<file path="config.mk">
export PLATFORM = sky130hd
export DESIGN_NAME = canv_draw_agu
export DESIGN_NICKNAME = d
export VERILOG_FILES = /design/src/rtl/canv_draw_agu_pkg.sv /design/src/rtl/canv_draw_agu_wcomb.sv /design/src/rtl/canv_draw_agu.sv
export SDC_FILE = /design/constraint.sdc
export NUM_CORES = 1
export LEC_CHECK = 0
export ABC_CLOCK_PERIOD_IN_PS = 8070
export BUFFER_PORTS_ARGS = -buffer_cell sky130_fd_sc_hd__buf_2
export CAP_MARGIN = 20
export CORE_AREA = 2 2 202 204
export DETAILED_ROUTE_END_ITERATION = 7
export DIE_AREA = 0 0 204 206
export PLACE_DENSITY = 0.82
export SYNTH_ARGS = -nofsm -noshare
export SYNTH_HDL_FRONTEND = slang
export SYNTH_HIERARCHICAL = 1
export SYNTH_SLANG_ARGS = --single-unit
export TNS_END_PERCENT = 30
</file>
<file path="constraint.sdc">
create_clock -name clk_sys -period 8.07 [get_ports clk_sys]
set_clock_uncertainty 0.05 [all_clocks]
set_input_delay 0 -clock clk_sys [delete_from_list [all_inputs] [get_ports clk_sys]]
set_output_delay 0 -clock clk_sys [all_outputs]
set_load 0.05 [all_outputs]
</file>
<file path="src/rtl/canv_draw_agu_pkg.sv">
// Shared defaults for the canvas drawing AGU and its combine buffer.
package canv_draw_agu_pkg;

    localparam int DEF_CORDW  = 16;  // signed pixel coordinate width
    localparam int DEF_WORD   = 32;  // VRAM word / data width
    localparam int DEF_ADDRW  = 20;  // VRAM word address width
    localparam int DEF_SHIFTW = 3;   // width of log2(pixels per word)

endpackage

</file>
<file path="src/rtl/canv_draw_agu_wcomb.sv">
// Combine buffer plus output register: merges consecutive same-word writes
// and holds one word for the VRAM port until it is accepted.
module canv_wcomb
    import canv_draw_agu_pkg::*;
#(
    parameter int ADDRW = DEF_ADDRW,
    parameter int WORD  = DEF_WORD
) (
    input  logic             clk_sys,
    input  logic             rst_sys,
    input  logic             in_valid,
    output logic             in_ready,
    input  logic [ADDRW-1:0] in_addr,
    input  logic [WORD-1:0]  in_data,
    input  logic [WORD-1:0]  in_mask,
    input  logic             flush_req,
    output logic             buf_valid,
    output logic             wr_valid,
    input  logic             wr_ready,
    output logic [ADDRW-1:0] wr_addr,
    output logic [WORD-1:0]  wr_data,
    output logic [WORD-1:0]  wr_mask
);

    logic [ADDRW-1:0] buf_addr;
    logic [WORD-1:0]  buf_data;
    logic [WORD-1:0]  buf_mask;

    logic buf_full;
    logic same_word;
    logic need_evict;
    logic out_free;
    logic do_evict;

    // Decide whether the pending word must leave, and whether it can.
    always_comb begin
        buf_full   = buf_valid && (&buf_mask);
        same_word  = buf_valid && in_valid && (in_addr == buf_addr);
        need_evict = buf_valid && (buf_full || (in_valid && !same_word) || flush_req);
        out_free   = !wr_valid || wr_ready;
        do_evict   = need_evict && out_free;
        // An eviction that cannot happen freezes everything upstream.
        in_ready   = !(need_evict && !out_free);
    end

    // Output register: loaded on eviction, released on VRAM handshake.
    always_ff @(posedge clk_sys) begin
        if (rst_sys) begin
            wr_valid <= 1'b0;
            wr_addr  <= '0;
            wr_data  <= '0;
            wr_mask  <= '0;
        end else if (do_evict) begin
            wr_valid <= 1'b1;
            wr_addr  <= buf_addr;
            wr_data  <= buf_data;
            wr_mask  <= buf_mask;
        end else if (wr_ready) begin
            wr_valid <= 1'b0;
        end
    end

    // Combine buffer: merge same-word pixels (later wins), else reload.
    always_ff @(posedge clk_sys) begin
        if (rst_sys) begin
            buf_valid <= 1'b0;
            buf_addr  <= '0;
            buf_data  <= '0;
            buf_mask  <= '0;
        end else if (in_ready) begin
            if (in_valid) begin
                if (same_word && !buf_full) begin
                    buf_data <= (buf_data & ~in_mask) | in_data;
                    buf_mask <= buf_mask | in_mask;
                end else begin
                    buf_valid <= 1'b1;
                    buf_addr  <= in_addr;
                    buf_data  <= in_data;
                    buf_mask  <= in_mask;
                end
            end else if (do_evict) begin
                buf_valid <= 1'b0;
            end
        end
    end

endmodule

</file>
<file path="src/rtl/canv_draw_agu.sv">
// Canvas drawing AGU: clips signed pixel writes, converts them to VRAM word
// address + data + bit mask, and merges same-word pixels before the VRAM port.
module canv_draw_agu
    import canv_draw_agu_pkg::*;
#(
    parameter int CORDW  = DEF_CORDW,
    parameter int WORD   = DEF_WORD,
    parameter int ADDRW  = DEF_ADDRW,
    parameter int PIDXW  = $clog2(WORD),
    parameter int SHIFTW = DEF_SHIFTW
) (
    input  logic              clk_sys,
    input  logic              rst_sys,
    input  logic [ADDRW-1:0]  addr_base,
    input  logic [SHIFTW-1:0] addr_shift,
    input  logic [CORDW-1:0]  canv_w,
    input  logic [CORDW-1:0]  canv_h,
    input  logic              px_valid,
    output logic              px_ready,
    input  logic [CORDW-1:0]  px_x,
    input  logic [CORDW-1:0]  px_y,
    input  logic [WORD-1:0]   px_colr,
    input  logic              flush,
    output logic              wr_valid,
    input  logic              wr_ready,
    output logic [ADDRW-1:0]  wr_addr,
    output logic [WORD-1:0]   wr_data,
    output logic [WORD-1:0]   wr_mask,
    output logic              busy
);

    localparam int LINW = ADDRW + PIDXW;
    localparam int LOGW = $clog2(WORD);

    logic                   adv;
    logic                   buf_valid;
    logic                   flush_pend;
    logic                   flush_drain;

    logic                   px_clip;
    logic [2*CORDW-1:0]     prod_c;
    logic [LINW-1:0]        lin_c;

    logic                   s1_valid;
    logic [LINW-1:0]        s1_lin;
    logic [WORD-1:0]        s1_colr;

    logic [PIDXW:0]         bpp_c;
    logic [PIDXW-1:0]       bpp_lg_c;
    logic [LINW-1:0]        sel_c;
    logic [PIDXW-1:0]       pidx_c;
    logic [PIDXW-1:0]       pos_c;
    logic [WORD-1:0]        pmask_c;

    logic                   s2_valid;
    logic [ADDRW-1:0]       s2_addr;
    logic [WORD-1:0]        s2_data;
    logic [WORD-1:0]        s2_mask;

    // Clip test and linear pixel index; negative coordinates caught by sign bit.
    always_comb begin
        px_clip = px_x[CORDW-1] || px_y[CORDW-1] || (px_x >= canv_w) || (px_y >= canv_h);
        prod_c  = (2*CORDW)'(px_y) * (2*CORDW)'(canv_w);
        lin_c   = LINW'(prod_c + (2*CORDW)'(px_x));
    end

    // Handshake and status: no new pixels while flushing, resetting or stalled.
    always_comb begin
        px_ready    = !rst_sys && !flush_pend && adv;
        flush_drain = flush_pend && !s1_valid && !s2_valid;
        busy        = s1_valid || s2_valid || buf_valid || wr_valid || flush_pend;
    end

    // Stage 1: register surviving pixels; clipped ones become bubbles.
    always_ff @(posedge clk_sys) begin
        if (rst_sys) begin
            s1_valid <= 1'b0;
            s1_lin   <= '0;
            s1_colr  <= '0;
        end else if (adv) begin
            s1_valid <= px_valid && px_ready && !px_clip;
            s1_lin   <= lin_c;
            s1_colr  <= px_colr;
        end
    end

    // Pixel slot within the word: bpp = WORD >> shift, so bit offset = pidx << log2(bpp).
    always_comb begin
        bpp_c    = (PIDXW+1)'(WORD >> addr_shift);
        bpp_lg_c = PIDXW'(LOGW) - PIDXW'(addr_shift);
        sel_c    = (LINW'(1) << addr_shift) - LINW'(1);
        pidx_c   = PIDXW'(s1_lin & sel_c);
        pos_c    = pidx_c << bpp_lg_c;
        // Shifting by a full WORD yields zero, so bpp == WORD gives an all-ones mask.
        pmask_c  = ~({WORD{1'b1}} << bpp_c);
    end

    // Stage 2: word address, positioned colour and bit mask.
    always_ff @(posedge clk_sys) begin
        if (rst_sys) begin
            s2_valid <= 1'b0;
            s2_addr  <= '0;
            s2_data  <= '0;
            s2_mask  <= '0;
        end else if (adv) begin
            s2_valid <= s1_valid;
            s2_addr  <= addr_base + ADDRW'(s1_lin >> addr_shift);
            s2_data  <= (s1_colr & pmask_c) << pos_c;
            s2_mask  <= pmask_c << pos_c;
        end
    end

    // Flush tracking: a new pulse wins over clearing; clears once nothing is buffered.
    always_ff @(posedge clk_sys) begin
        if (rst_sys) begin
            flush_pend <= 1'b0;
        end else if (flush) begin
            flush_pend <= 1'b1;
        end else if (flush_pend && !s1_valid && !s2_valid && !buf_valid) begin
            flush_pend <= 1'b0;
        end
    end

    canv_wcomb #(
        .ADDRW (ADDRW),
        .WORD  (WORD)
    ) u_wcomb (
        .clk_sys   (clk_sys),
        .rst_sys   (rst_sys),
        .in_valid  (s2_valid),
        .in_ready  (adv),
        .in_addr   (s2_addr),
        .in_data   (s2_data),
        .in_mask   (s2_mask),
        .flush_req (flush_drain),
        .buf_valid (buf_valid),
        .wr_valid  (wr_valid),
        .wr_ready  (wr_ready),
        .wr_addr   (wr_addr),
        .wr_data   (wr_data),
        .wr_mask   (wr_mask)
    );

endmodule

</file>
==> key figures, run 1 <==
Die
  • Initial Utilization: 0.6069
  • Area of the die: 42,020 um2
  • Number of cell rows: 74
  • Die Ht: 206 um
  • Std-Cell Core Area: 40,180 um2
  • Die boundary width: 204 um
  • Count of pins on the block boundary: 211

Clock tree
  • Number of buffers created by CTS: 31
  • CTS Hold Bufs: 72
  • Root buffer cell: clkbuf_16
  • CTS tree: built
  • Number of buffers between clock root and the deepest sink: 3
  • Clock latency on the worst-skew pair: 570 ps
  • Number of sinks handled by clock tree synthesis: 314
  • Quantity of gates resized following cts: 0
  • CTS clock-pin slew for the worst setup and hold paths: 70 ps
  • Post-CTS Setup Inserts: 0
  • Deepest level of the CTS H-tree: 1

Detailed routing
  • Via density: 5.954
  • Residual DRC: 0
  • Vias: 21,440
  • Iteration-0 DRC Markers: 1,912
  • Total wire length after detailed routing: 70,280 um
  • Antenna-violating nets left: 0
  • Detailed Routing Iterations Pass 1: 6
  • Routed length per instance: 19.52 um

Synthesis
  • Combined area of all synthesized cells: 24,390 um2
  • Synthesis-stage register bit count: 314
  • Synth Net Count: 3,344
  • Most used DFF post-synth: dfxtp_1
  • Area leader, netlist: dfxtp_1
  • Ys Warns: 6
  • Area share of the leading cell type in the synthesized netlist: 0.2578
  • Main area contributors after synthesis: dfxtp_1 (26%), fa_1 (16%), mux2i_1 (7.5%)
  • Most frequent cell after synthesis: nand2_1
  • Avg Cell Area, Syn: 8.415 um2
  • FFs w/ async S/R, synth: 0
  • Number of standard cells after synthesis: 2,898
  • Sequential share of the synthesized area: 0.2578
  • Cell variety after synth: 96
  • Synth cell count leaders: nand2_1 (451), inv_1 (328), dfxtp_1 (314)
  • Number of enable flip-flop cells after synthesis: 0

Power
  • Clock Power Share: 0.167
  • Sequential cell fraction of total power: 0.217
  • Worst vdd rail ir drop: 0.3881 mV
  • Pwr/cell area: 310.6 nW/um2
  • Share of power burned in combinational logic: 0.616
  • Cell-internal power: 4.781 mW
  • Pleak: 12.53 nW
  • Switching share of power: 0.4353
  • Switching power: 3.686 mW

Layout
  • Utilization after layout: 0.6784
  • Post-layout instance count excluding filler cells: 3,601
  • Area growth, synth to finish: 11.79%
  • Post-route cell area: 27,260 um2
  • Final net count: 3,492
  • Fraction of layout cells with a size suffix above 1: 0.1154

Setup path
  • Arrival time at the worst endpoint: 6070 ps
  • Type of origin of the critical path: input pin
  • Required @ worst endpoint: 8520 ps
  • Worst setup path category: in -> reg
  • Maximum fanout along the worst path: 17
  • Capturing element type of the critical path: flip-flop

STA
  • Final critical delay including setup and external delays: 5618 ps
  • Part of the cycle the worst path needs: 0.6962
  • Normalized max-slew margin: 0.2353
  • Timing-limited maximum frequency: 178.0 MHz
  • Final Max Slew Viols: 0
  • Total count of hold-check failures in the final report: 0
  • Setup repair after global routing missed its margin: false
  • Slew at the pin closest to its max-slew limit: 1147 ps
  • Post-Route Setup TNS: 0 ps
  • Total of endpoints with negative setup slack in the final report: 0

Global routing
  • Tot GR Track Use: 0.3303
  • Initial antenna violation count: 2
  • First-pass GRT wire length: 110,700 um
  • Maximum number of pins on one net before global-route repair: 127
  • GRT overflow: 0
  • Vias in the first global route: 21,150

Placement
  • Post-placement cell area: 25,490 um2
  • Gpl congestion: 0.9456
  • Cell Count Post-Placement: 3,470
  • DP HPWL: 52,370 um
  • I/O Buffers: 210

Flow run
  • Max cap viols: 0

Outcome
  • Result of the run: complete, no violations

Hold path
  • Hold/Removal Path Class: in -> reg
[path summary, 6_finish.rpt]
kind | from | end | slack (ps) | cells past startpoint
max | px_y[9] | s1_lin[24]$_SDFFE_PP0P_ | 2450 | 20
min | px_x[11] | s1_valid$_SDFFE_PP0P_ | 30 | 5
max reg2reg | s1_lin[6]$_SDFFE_PP0P_ | s2_addr[19]$_SDFFE_PP0P_ | 3670 | 15
min reg2reg | u_wcomb/wr_data[0]$_SDFFE_PP0P_ | u_wcomb/wr_data[0]$_SDFFE_PP0P_ | 400 | 2
[critical path, cell delays in order]
cell	delay [ps]
buf_2	330
nand2_1	150
fa_1	560
inv_1	50
fa_1	490
fa_1	600
fa_1	440
fa_1	490
inv_1	50
fa_1	470
inv_1	40
ha_1	360
a21o_1	200
a21o_1	170
a21oi_1	230
o21ai_1	130
o31ai_1	440
a21boi_1	180
or4_1	510
a31oi_1	170
[power by group through the flow]
stage | combinational (mW) | clock, mW | sequential (mW)
CTS | 5.15 | 1.42 | 1.83
detailed placement | 5.08 | 0 | 1.87
finish | 5.21 | 1.41 | 1.84
global route | 5.86 | 1.48 | 1.85
floorplan | 3.98 | 0 | 1.80
global placement | 4.82 | 0 | 1.86
[kinds of logic after synthesis]
kind of cell | Yosys count | synth area share
muxes | 217 | 0.09220
xor gates and xnor gates | 60 | 0.02211
AOI/OAI and AO/OA | 507 | 0.1429
adders and majority gates | 322 | 0.2243
and+or+nand+nor | 957 | 0.1753
buffers and inverters | 521 | 0.08538
DFF | 314 | 0.2578
[placed cells by master, fill, tap and decap left out, drive strengths merged, types with 37 or more instances in the layout]
cell type    Yosys  layout
clkbuf         125      41
dfxtp          314     314
ha             130     130
a21oi          120     120
and2            92      92
o21ai          105     105
nand2          451     451
dlygate4sd3      0      72
xnor2           47      47
nor2           215     215
mux2i          183     183
nor3            37      37
buf             65     233
nand3           86      86
inv            330     332
fa             192     192
[layout make-up]
class / count / area (um2)
Timing Repair Buffer: 305 / 1983
Clock inverter: 13 / 132.6
Sequential cell: 314 / 6286
Tap cell: 532 / 665.6
Fill cell: 3281 / 12920
Antenna cell: 2 / 5.005
Multi-Input combinational cell: 2063 / 16090
Clock buffer: 41 / 853.3
Inverter: 331 / 1247
[through the flow]
step	hold slack (ps)	worst slack (ps)	power [mW]
finish	30.52	2452	8.468
global route	49.95	2184	9.189
CTS	7.443	2526	8.410
detailed placement	191.7	1922	6.942
global placement	183.5	2088	6.682
floorplan	67.43	2301	5.789
[registers in the layout, indices dropped and copies added, names as in the netlist, 25 cells and up]
name / cells
u_wcomb/wr_data: 32
s2_mask: 32
s2_data: 32
u_wcomb/buf_mask: 32
s1_lin: 25
u_wcomb/buf_data: 32
u_wcomb/wr_mask: 32
s1_colr: 32
[routing by layer]
metal | share of wire | vias up | global-route usage
met5 | 0 | - | 0
met4 | 0.053 | 0 | 0.1685
met3 | 0.061 | 194 | 0.03075
met2 | 0.48 | 889 | 0.5672
met1 | 0.40 | 10370 | 0.4168
li1 | - | 9990 | -
Note: power is estimated with default switching activity, not from simulation.
==> run 2: changes to the inputs <==
Settings changed: ABC_CLOCK_PERIOD_IN_PS 8070 to 4800, CORE_AREA 2 2 202 204 to 2 2 212 214, DIE_AREA 0 0 204 206 to 0 0 214 216, PLACE_DENSITY 0.82 to 0.78.
Clock period 8.07 ns to 4.8 ns, I/O delays scaled along.
==> run 2 against run 1 <==
The run now ends with setup timing left; flip-flop and latch count did not move; sequential share of layout area is 1.2 points lower; die area rose by 10%; global-route usage decreased by 3.3 points; register-to-register slack lost 3200 ps; via count increased by 2.0%; routed wire length rose by 0.20%; core utilization decreased by 2.4 points; critical path type unchanged.
==> key figures, run 2 (synthesized netlist as in run 1, its figures left out) <==
Clock tree
  • Deepest level of the CTS H-tree: 1
  • Clock latency on the worst-skew pair: 580 ps
  • CTS clock-pin slew for the worst setup and hold paths: 60 ps
  • Root buffer cell: clkbuf_16
  • CTS tree: built
  • Number of buffers between clock root and the deepest sink: 3
  • Number of sinks handled by clock tree synthesis: 314
  • Number of buffers created by CTS: 29

Die
  • Area of the die: 46,220 um2
  • Initial Utilization: 0.5563
  • Die Ht: 216 um
  • Number of cell rows: 77
  • Count of pins on the block boundary: 211
  • Die boundary width: 214 um
  • Std-Cell Core Area: 43,840 um2

Setup path
  • Arrival time at the worst endpoint: 5330 ps
  • Reg2Reg Capture Point: s2_addr[19]$_SDFFE_PP0P_
  • Required @ worst endpoint: 5230 ps
  • Reg-to-reg startpoint: s1_lin[5]$_SDFFE_PP0P_
  • Type of origin of the critical path: input pin
  • Setup slack on the worst flop-to-flop path: 510 ps
  • Capturing element type of the critical path: flip-flop
  • Critical path startpoint: px_y[8]
  • Worst path most repeated cell: fa_1
  • Worst setup path endpoint: s1_lin[16]$_SDFFE_PP0P_
  • Worst Reg2Reg Path Length in Cells: 15
  • Maximum fanout along the worst path: 9
  • Worst setup path category: in -> reg
  • Sequence of cells on the critical path: buf_4, buf_4, and2_4, fa_1, inv_1, fa_1, fa_1, inv_1, fa_1, fa_1, inv_1, fa_1, inv_2, ha_4, nand2_1, nor2_2, nand3_2, a21oi_2, o31a_1, nor2_1, or4_4, o311ai_4
  • Critical-path top delay cell: or4_4
  • Max incr delay on CP: 530 ps
  • Critical path buffer and inverter count: 6
  • Cell family with most CP delay: adder cells
  • Critical path depth in cells: 22

Global routing
  • Tot GR Track Use: 0.2970
  • Vias in the first global route: 21,500
  • Maximum number of pins on one net before global-route repair: 123
  • First-pass GRT wire length: 112,600 um
  • Initial antenna violation count: 3
  • GRT overflow: 0

Power
  • Cell-internal power: 10.27 mW
  • Sequential cell fraction of total power: 0.175
  • Switching power: 7.228 mW
  • Share of power burned in combinational logic: 0.687
  • Pleak: 13.23 nW
  • Clock Power Share: 0.138
  • Worst vdd rail ir drop: 0.8509 mV
  • Switching share of power: 0.4131
  • Pwr/cell area: 609.7 nW/um2

Placement
  • DP HPWL: 54,440 um
  • I/O Buffers: 210
  • Gpl congestion: 0.9122

Hold path
  • Hold/Removal Path Class: in -> reg
  • Hold Crit Start: addr_base[3]

Layout
  • Utilization after layout: 0.6547
  • Final net count: 3,623
  • Fraction of layout cells with a size suffix above 1: 0.1696
  • Most common library cell in the layout ignoring fill and taps: nand2_1
  • Most frequent cells in the layout: nand2_1 (447), inv_1 (322), dfxtp_1 (314)
  • Area growth, synth to finish: 17.69%

Detailed routing
  • Via density: 5.770
  • Routed length per instance: 18.58 um
  • Residual DRC: 0
  • Antenna-violating nets left: 0
  • Iteration-0 DRC Markers: 1,901
  • Detailed Routing Iterations Pass 1: 6
  • Vias: 21,860
  • Total wire length after detailed routing: 70,410 um

STA
  • Slew at the pin closest to its max-slew limit: 1058 ps
  • Final critical delay including setup and external delays: 4904 ps
  • Normalized max-slew margin: 0.2905
  • Timing-limited maximum frequency: 203.9 MHz
  • Worst setup margin: -104.3 ps
  • Total count of hold-check failures in the final report: 0
  • Setup repair after global routing missed its margin: true
  • Final Max Slew Viols: 0
  • Part of the cycle the worst path needs: 1.022
  • Total of endpoints with negative setup slack in the final report: 1
  • Post-Route Setup TNS: -104.3 ps

Outcome
  • Violations in the final reports: setup timing
  • Result of the run: finished with violations

Flow run
  • Max cap viols: 0
## run 2: cell count changes in the layout (fill, tap and decap cells not counted), sizes merged
cell | before | now
dlygate4sd3 | 72 | 70
bufinv | 2 | 3
buf | 233 | 366
diode | 2 | 1
clkinv | 9 | 2
clkbuf | 41 | 45
## run 2: through the flow
step	power (mW)	cells	setup slack [ps]	area [um2]	hold slack [ps]
floorplan	10.20	2898	-370.7	24580	67.43
global placement	13.23	3659	-615.7	26630	184.0
detailed placement	13.59	3659	-738.0	26630	194.6
CTS	16.16	3780	-139.3	28360	12.22
global route	18.93	3788	-256.4	28700	103.2
finish	17.50	3789	-104.3	28700	41.76
## run 2: worst min-delay path by stage
stage	endpoint	slack [ps]	cells after the start
CTS	s2_addr[3]$_SDFFE_PP0P_	10	6
global placement	s1_colr[29]$_SDFFE_PP0P_	180	3
global route	s2_addr[12]$_SDFFE_PP0P_	100	6
detailed placement	s1_colr[16]$_SDFFE_PP0P_	190	3
finish	s2_addr[3]$_SDFFE_PP0P_	40	6
floorplan	flush_pend$_SDFFE_PP0P_	70	2
## run 2: area by class of cell
class                      count  area, um2
inverter                     331       1247
multi-input combinational   2063      16380
fill                        3602      15140
clock buffer                  43      868.3
antenna                        1      2.502
tap                          592      740.7
clock inverter                 7      131.4
sequential                   314       6286
timing repair buffer         438       3047
## run 2: power by group through the flow
stage | Clock (mW) | Combinational, mW | Sequential [mW]
floorplan | 0 | 7.17 | 3.03
global placement | 0 | 10.1 | 3.10
detailed placement | 0 | 10.5 | 3.11
CTS | 2.45 | 10.7 | 3.05
global route | 2.54 | 13.3 | 3.08
finish | 2.42 | 12.0 | 3.06
## run 2: timing repair
| item | CTS | global route |
|---|---|---|
| hold buffers | 70 | 0 |
| endpoints found under the setup margin | 1 | 10 |
| gates resized for setup | 7 | 80 |
| pin swaps | 6 | 39 |
| hold endpoints to repair | 84 | 0 |
| buffers inserted | 1 | 8 |
## run 2: worst reg2reg max path: stages (launching register included)
cell	delay, ps
dfxtp_1	340
mux2_2	290
o21ai_0	300
nand2_1	80
o21ai_0	150
inv_1	90
ha_1	300
a211oi_1	320
o21bai_1	180
o2111ai_1	250
nand2_1	100
a221o_1	340
a31o_2	290
o311ai_0	360
o211ai_1	150
dlygate4sd3_1	570
## run 2: metal layers
| metal | routed length [um] | track usage | up-vias |
|---|---|---|---|
| met4 | 2179 | 0.08928 | 4 |
| met2 | 33260 | 0.5041 | 842 |
| met1 | 30660 | 0.4011 | 10620 |
| met5 | 25 | 0 | - |
| met3 | 4287 | 0.03101 | 133 |
| li1 | - | - | 10260 |
